`src/rtl/dmem_arb_pkg.sv`:
```
// Shared types and defaults for the data-memory arbiter.
package dmem_arb_pkg;

  localparam int DEF_AW        = 8;
  localparam int DEF_DW        = 8;
  localparam int DEF_MAX_BURST = 4;
  localparam int DEF_SW        = 16;

  // Arbiter ownership state.
  typedef enum logic [1:0] {
    IDLE       = 2'd0,
    HOST_BURST = 2'd1,
    CPU_FORCE  = 2'd2
  } arb_state_e;

  // Width of a counter that must hold the values 0..max_burst.
  function automatic int burst_cnt_width(input int max_burst);
    return (max_burst < 1) ? 1 : $clog2(max_burst + 1);
  endfunction

endpackage

```
`src/rtl/dmem_arbiter.sv`:
```
// Single-port data-memory arbiter between the CPU load/store path and a host
// preload/readback port. Host has priority, limited by a burst cap while the
// CPU is waiting; the CPU is stalled on lost cycles and stalls are counted.
module dmem_arbiter
  import dmem_arb_pkg::*;
#(
  parameter int AW        = DEF_AW,
  parameter int DW        = DEF_DW,
  parameter int MAX_BURST = DEF_MAX_BURST,
  parameter int SW        = DEF_SW
) (
  input  logic          clk,
  input  logic          rst_n,
  // CPU side
  input  logic          cpu_req,
  input  logic          cpu_we,
  input  logic [AW-1:0] cpu_addr,
  input  logic [DW-1:0] cpu_wdata,
  output logic [DW-1:0] cpu_rdata,
  output logic          cpu_stall,
  // Host side
  input  logic          host_req,
  input  logic          host_we,
  input  logic [AW-1:0] host_addr,
  input  logic [DW-1:0] host_wdata,
  output logic          host_gnt,
  output logic          host_rvalid,
  output logic [DW-1:0] host_rdata,
  // Memory side
  output logic          mem_we,
  output logic [AW-1:0] mem_addr,
  output logic [DW-1:0] mem_wdata,
  input  logic [DW-1:0] mem_rdata,
  // Statistics
  output logic [SW-1:0] stall_cnt
);

  localparam int             BCW       = burst_cnt_width(MAX_BURST);
  localparam logic [BCW-1:0] BURST_MAX = BCW'(MAX_BURST);

  arb_state_e     state_q;
  logic [BCW-1:0] burst_cnt_q;
  logic [BCW-1:0] burst_cnt_d;
  logic           host_rvalid_q;
  logic [DW-1:0]  host_rdata_q;
  logic [SW-1:0]  stall_cnt_q;

  logic host_served;
  logic cpu_served;

  // Grant decision: host first unless the CPU has been forced in after a full burst.
  always_comb begin
    // NOTE: every combinational output gets a default first so no path leaves
    // it unassigned, which would otherwise infer a latch.
    host_served = 1'b0;
    cpu_served  = 1'b0;
    if (state_q == CPU_FORCE) begin
      cpu_served  = cpu_req;
      host_served = host_req & ~cpu_req;
    end else begin
      host_served = host_req;
      cpu_served  = cpu_req & ~host_req;
    end
  end

  // Burst length after a host grant this cycle; a fresh run starts at 1 and
  // the count saturates at the cap.
  always_comb begin
    if (state_q != HOST_BURST) begin
      burst_cnt_d = BCW'(1);
    end else if (burst_cnt_q == BURST_MAX) begin
      burst_cnt_d = BURST_MAX;
    end else begin
      burst_cnt_d = burst_cnt_q + BCW'(1);
    end
  end

  // Memory mux: the served requester drives the port; writes are blocked in reset.
  always_comb begin
    mem_we    = 1'b0;
    mem_addr  = '0;
    mem_wdata = '0;
    if (rst_n) begin
      if (host_served) begin
        mem_we    = host_we;
        mem_addr  = host_addr;
        mem_wdata = host_wdata;
      end else if (cpu_served) begin
        mem_we    = cpu_we;
        mem_addr  = cpu_addr;
        mem_wdata = cpu_wdata;
      end
    end
  end

  // Ownership FSM: track host run length and force a CPU slot once the run
  // reaches the cap with the CPU waiting (MAX_BURST=1 therefore alternates).
  always_ff @(posedge clk or negedge rst_n) begin
    if (!rst_n) begin
      state_q     <= IDLE;
      burst_cnt_q <= '0;
    end else if (host_served) begin
      // NOTE: clocked state uses non-blocking assignments so every register
      // samples the pre-edge values regardless of statement order.
      burst_cnt_q <= burst_cnt_d;
      state_q     <= (burst_cnt_d == BURST_MAX && cpu_req) ? CPU_FORCE : HOST_BURST;
    end else begin
      state_q     <= IDLE;
      burst_cnt_q <= '0;
    end
  end

  // Host read return: capture memory data one cycle after a granted read.
  always_ff @(posedge clk or negedge rst_n) begin
    if (!rst_n) begin
      host_rvalid_q <= 1'b0;
      // NOTE: host_rdata is a single output register, not a memory array, so
      // it is cheap to reset and gives a defined value before the first read.
      host_rdata_q  <= '0;
    end else begin
      host_rvalid_q <= host_served & ~host_we;
      if (host_served && !host_we) begin
        host_rdata_q <= mem_rdata;
      end
    end
  end

  // Saturating count of CPU stall cycles.
  always_ff @(posedge clk or negedge rst_n) begin
    if (!rst_n) begin
      stall_cnt_q <= '0;
    end else if (cpu_stall && stall_cnt_q != '1) begin
      stall_cnt_q <= stall_cnt_q + SW'(1);
    end
  end

  assign cpu_stall   = cpu_req & ~cpu_served;
  assign cpu_rdata   = mem_rdata;
  assign host_gnt    = host_served;
  assign host_rvalid = host_rvalid_q;
  assign host_rdata  = host_rdata_q;
  assign stall_cnt   = stall_cnt_q;

endmodule
```
`config.mk`:
```
export PLATFORM = sky130hd
export DESIGN_NAME = dmem_arbiter
export DESIGN_NICKNAME = d
export VERILOG_FILES = /design/src/rtl/dmem_arb_pkg.sv /design/src/rtl/dmem_arbiter.sv
export SDC_FILE = /design/constraint.sdc
export NUM_CORES = 1
export LEC_CHECK = 0
export BUFFER_PORTS_ARGS = -buffer_cell sky130_fd_sc_hd__buf_2
export CAP_MARGIN = 20
export CORE_ASPECT_RATIO = 0.75
export CORE_MARGIN = 5
export CORE_UTILIZATION = 30
export DETAILED_ROUTE_END_ITERATION = 10
export GPL_TIMING_DRIVEN = 0
export HOLD_SLACK_MARGIN = 0.02
export PLACE_DENSITY_LB_ADDON = 0.2
export SLEW_MARGIN = 20
export SYNTH_ARGS = -nofsm -noshare
export SYNTH_HDL_FRONTEND = slang
export SYNTH_SLANG_ARGS = --single-unit
```
`constraint.sdc`:
```
create_clock -name clk -period 2.4 [get_ports clk]
set_input_delay 0.48 -clock clk [delete_from_list [all_inputs] [get_ports clk]]
set_output_delay 0.48 -clock clk [all_outputs]
set_load 0.05 [all_outputs]
```
==> impl_results.md <==
* Fraction of registers with async set/reset at 100%
* Outcome: finished, final reports clean
* Sw Pwr at between 700 and 800 µW
* DR DRC count at 0
* Reg power frac at 38.3%
* Num CTS Buffers at 5
* Vias in the first global route at around 1600
* Cts hold-fix bufs at 0
* Layout cells sized above 1 at ~54%
* Top cell type's share of synthesized area at between 40% and 50%
* Placer Congestion at about 0.78
* Most used cell, CP: buf_4
* CP Class: flop to primary output
* M1 wire length at ~2200 µm
* H-Tree Depth at 2
* Row Count at 23
* First-pass GRT wire length at about 7800 µm
* CTS Buffer Depth at 2
* Fmax at roughly 430 MHz
* DP Area at around 2300 µm²
* Synth Flop Type: dfrtp_1
* Netlist cell types at 37
* Tot GR Track Use at between 10% and 20%
* Minimum clock period at about 2300 ps
* ANT cells at 0
* Setup crit end kind: primary output
* Most frequent cells in the layout: buf_2, dfrtp_1, buf_4
* IO buf count at just under 100
* Core Area at 5440 µm²
* CP cell instances: nand2b_4 -> o21ai_4 -> inv_1 -> buf_4 -> buf_6 -> a22oi_1 -> nor2b_2 -> buf_4
* Number of antenna violations at the first check in global routing at 0
* Root Buffer: clkbuf_8
* Worst-Skew Late Latency at 270 ps
* Net Count, Synth at roughly 220
* Synthesis-to-layout area growth at 46.4%
* Gate power share at 39.0%
* FF-to-FF setup slack at 530 ps
* VDD IR max at 0.616 mV
* Yosys reg bits at 30
* PnR Total Power at between 1500 and 2000 µW
* Hold Crit Class: input pin to asynchronous set/reset pin
* Final setup viols at 0
* Initial Utilization at between 30% and 40%
* DR WL met3 at 320 µm
* Mapped cell area at 1720 µm²
* Slew at the pin closest to its max-slew limit at ~560 ps
* Vias at ~1600
* Die width at about 100 µm
* Worst path slowest cell: dfrtp_1
* Post-route ant nets at 0
* Routed vias/inst at 4.66
* Slew Limit Fails at 0
* Final number of hold-violating endpoints at 0
* Critical Path Max Stage Delay at approximately 370 ps
* Req. time, crit path at about 1900 ps
* Die height at 75.5 µm
* Max-cap viol count at 0
* Syn. warnings at 0
* Area contributors post-synth: dfrtp_1, a22oi_1, nor2b_1
* RR Startpoint: stall_cnt[0]$_DFFE_PN0P_
* IO Pins at 98
* Setup TNS at 0 ps
* CTS tree: done
* WHS at between 100 and 150 ps
* Crit path launch type: flop
* Switching part of the total at about two fifths
* Crit path DAT at ~1800 ps
* GRT overflow at 0
* Worst R2R Path Depth at 5
* Power density cells at just under 700 nW/µm²
* P_int at between 900 and 1000 µW
* Clock-pin slew on the worst setup and hold paths at 60 ps
* Detail Placement HPWL at between 3000 and 4000 µm
* Post-synth EDFFs at 0
* Top layer in use: met4
* Most common cell after layout, fill and taps aside: buf_2
* Final worst-path cycle share at between 90% and 100%
* Worst clock skew at a little under 3 ps
* Die ar. at between 7000 and 8000 µm²
* Cells after synthesis at 170
* Synthesized area per cell at between 10 and 15 µm²
* Sequential-to-total area share from yosys stat at 43.7%
* Initial DRC Count at 56
* Rel. slew slack at between 60% and 70%
* Clock Sinks at 30
* Unrepaired setup endpoints after global routing: true
* Post-Route WL at about 4700 µm
* Nets at between 300 and 400
* Cell area after layout at around 2500 µm²
* Clock power frac at between 20% and 30%
* Reg-to-reg endpoint: stall_cnt[12]$_DFFE_PN0P_
* Wire length on met2 at 2210 µm
* Synth area leader: dfrtp_1
* TritonRoute pass-1 iters at 4
* Leak at approximately 0.0013 µW
* Routed length per instance at ~14 µm
* Largest net degree at the start of global routing at 39
* Max FO, Critical Path at 10
==> registers in the layout, summed over array words and instances (netlist names) <==
register     count
stall_cnt       16
host_rdata       8
burst_cnt_q      3
state_q          2
host_rvalid      1
==> cell usage after synthesis, drive strengths merged (2+ instances only) <==
cell,number
a21oi,3
a22oi,17
a31oi,2
and2,2
and3,3
and4,2
buf,12
dfrtp,30
ha,3
inv,7
mux2,10
nand2,9
nand2b,2
nand3,4
nand3b,2
nand4,5
nor2,4
nor2b,19
nor3,6
nor3b,2
o21ai,6
xor2,11
==> per-layer routing <==
metal | track usage (%) | vias to the layer above
met3 | 4.94 | 2
li1 | - | 809
met2 | 20.4 | 46
met1 | 16.8 | 769
met4 | 2.30 | 0
met5 | 0 | -
==> critical path: cells and delay by family, from the launching register on <==
kind | cells | cell delay, ps
AOI/OAI and AO/OA | 2 | 390
buffers and inverters | 4 | 580
DFF | 1 | 370
and+or+nand+nor | 2 | 240
==> metrics by stage <==
step,std cells,worst slack [ps],util (%)
after floorplan,170,104,-
after global placement,342,-95.0,42.7
after detailed placement,342,-81.9,42.7
after CTS,349,9.95,45.4
after global routing,349,-1.74,46.2
final,349,75.4,46.2
==> power by group through the flow <==
stage / clock [µW] / combinational, µW / sequential [µW]
floorplan: 0 / 240 / 888
global placement: 0 / 650 / 662
detailed placement: 0 / 651 / 663
CTS: 410 / 664 / 655
global route: 433 / 711 / 668
finish: 390 / 667 / 655
==> final cells by class <==
| cell class | count | area (µm²) |
|---|---|---|
| clock buffers | 6 | 82.6 |
| flip-flops and latches | 30 | 751 |
| fillers | 528 | 2920 |
| plain buffers | 13 | 95.1 |
| repair buffers | 98 | 518 |
| inverters | 7 | 26.3 |
| multi-input cells | 120 | 948 |
| well taps | 75 | 93.8 |
==> logic make-up after synthesis <==
group,Yosys count,synth area share [%]
AO/OA/AOI/OAI,33,13.1
XOR/XNOR,11,5.61
adder cells (fa/ha/maj),3,2.19
multiplexers,10,6.56
AND/OR/NAND/NOR,63,22.5
flip-flops,30,43.7
buffers and inverters,20,6.34
==> worst max path at each step <==
stage                         start          end  slack, ps  depth (start not counted)
2_1_floorplan               cpu_req  mem_addr[0]        100                          7
3_3_place_gp                cpu_req  mem_addr[0]       -100                          7
3_5_place_dp                cpu_req  mem_addr[6]        -80                          7
4_1_cts        state_q[0]$_DFF_PN0_  mem_addr[5]         10                          8
5_1_grt        state_q[0]$_DFF_PN0_  mem_addr[4]         -2                          8
6_report       state_q[0]$_DFF_PN0_  mem_addr[4]         80                          8
==> repair_timing <==
action	4_1_cts	5_1_grt
pin swaps	1	1
gates cloned	0	0
endpoints found under the hold margin	0	0
resized for setup	17	12
setup endpoints to repair	17	10
buffers inserted	1	0
Note: power is estimated with default switching activity, not from simulation.
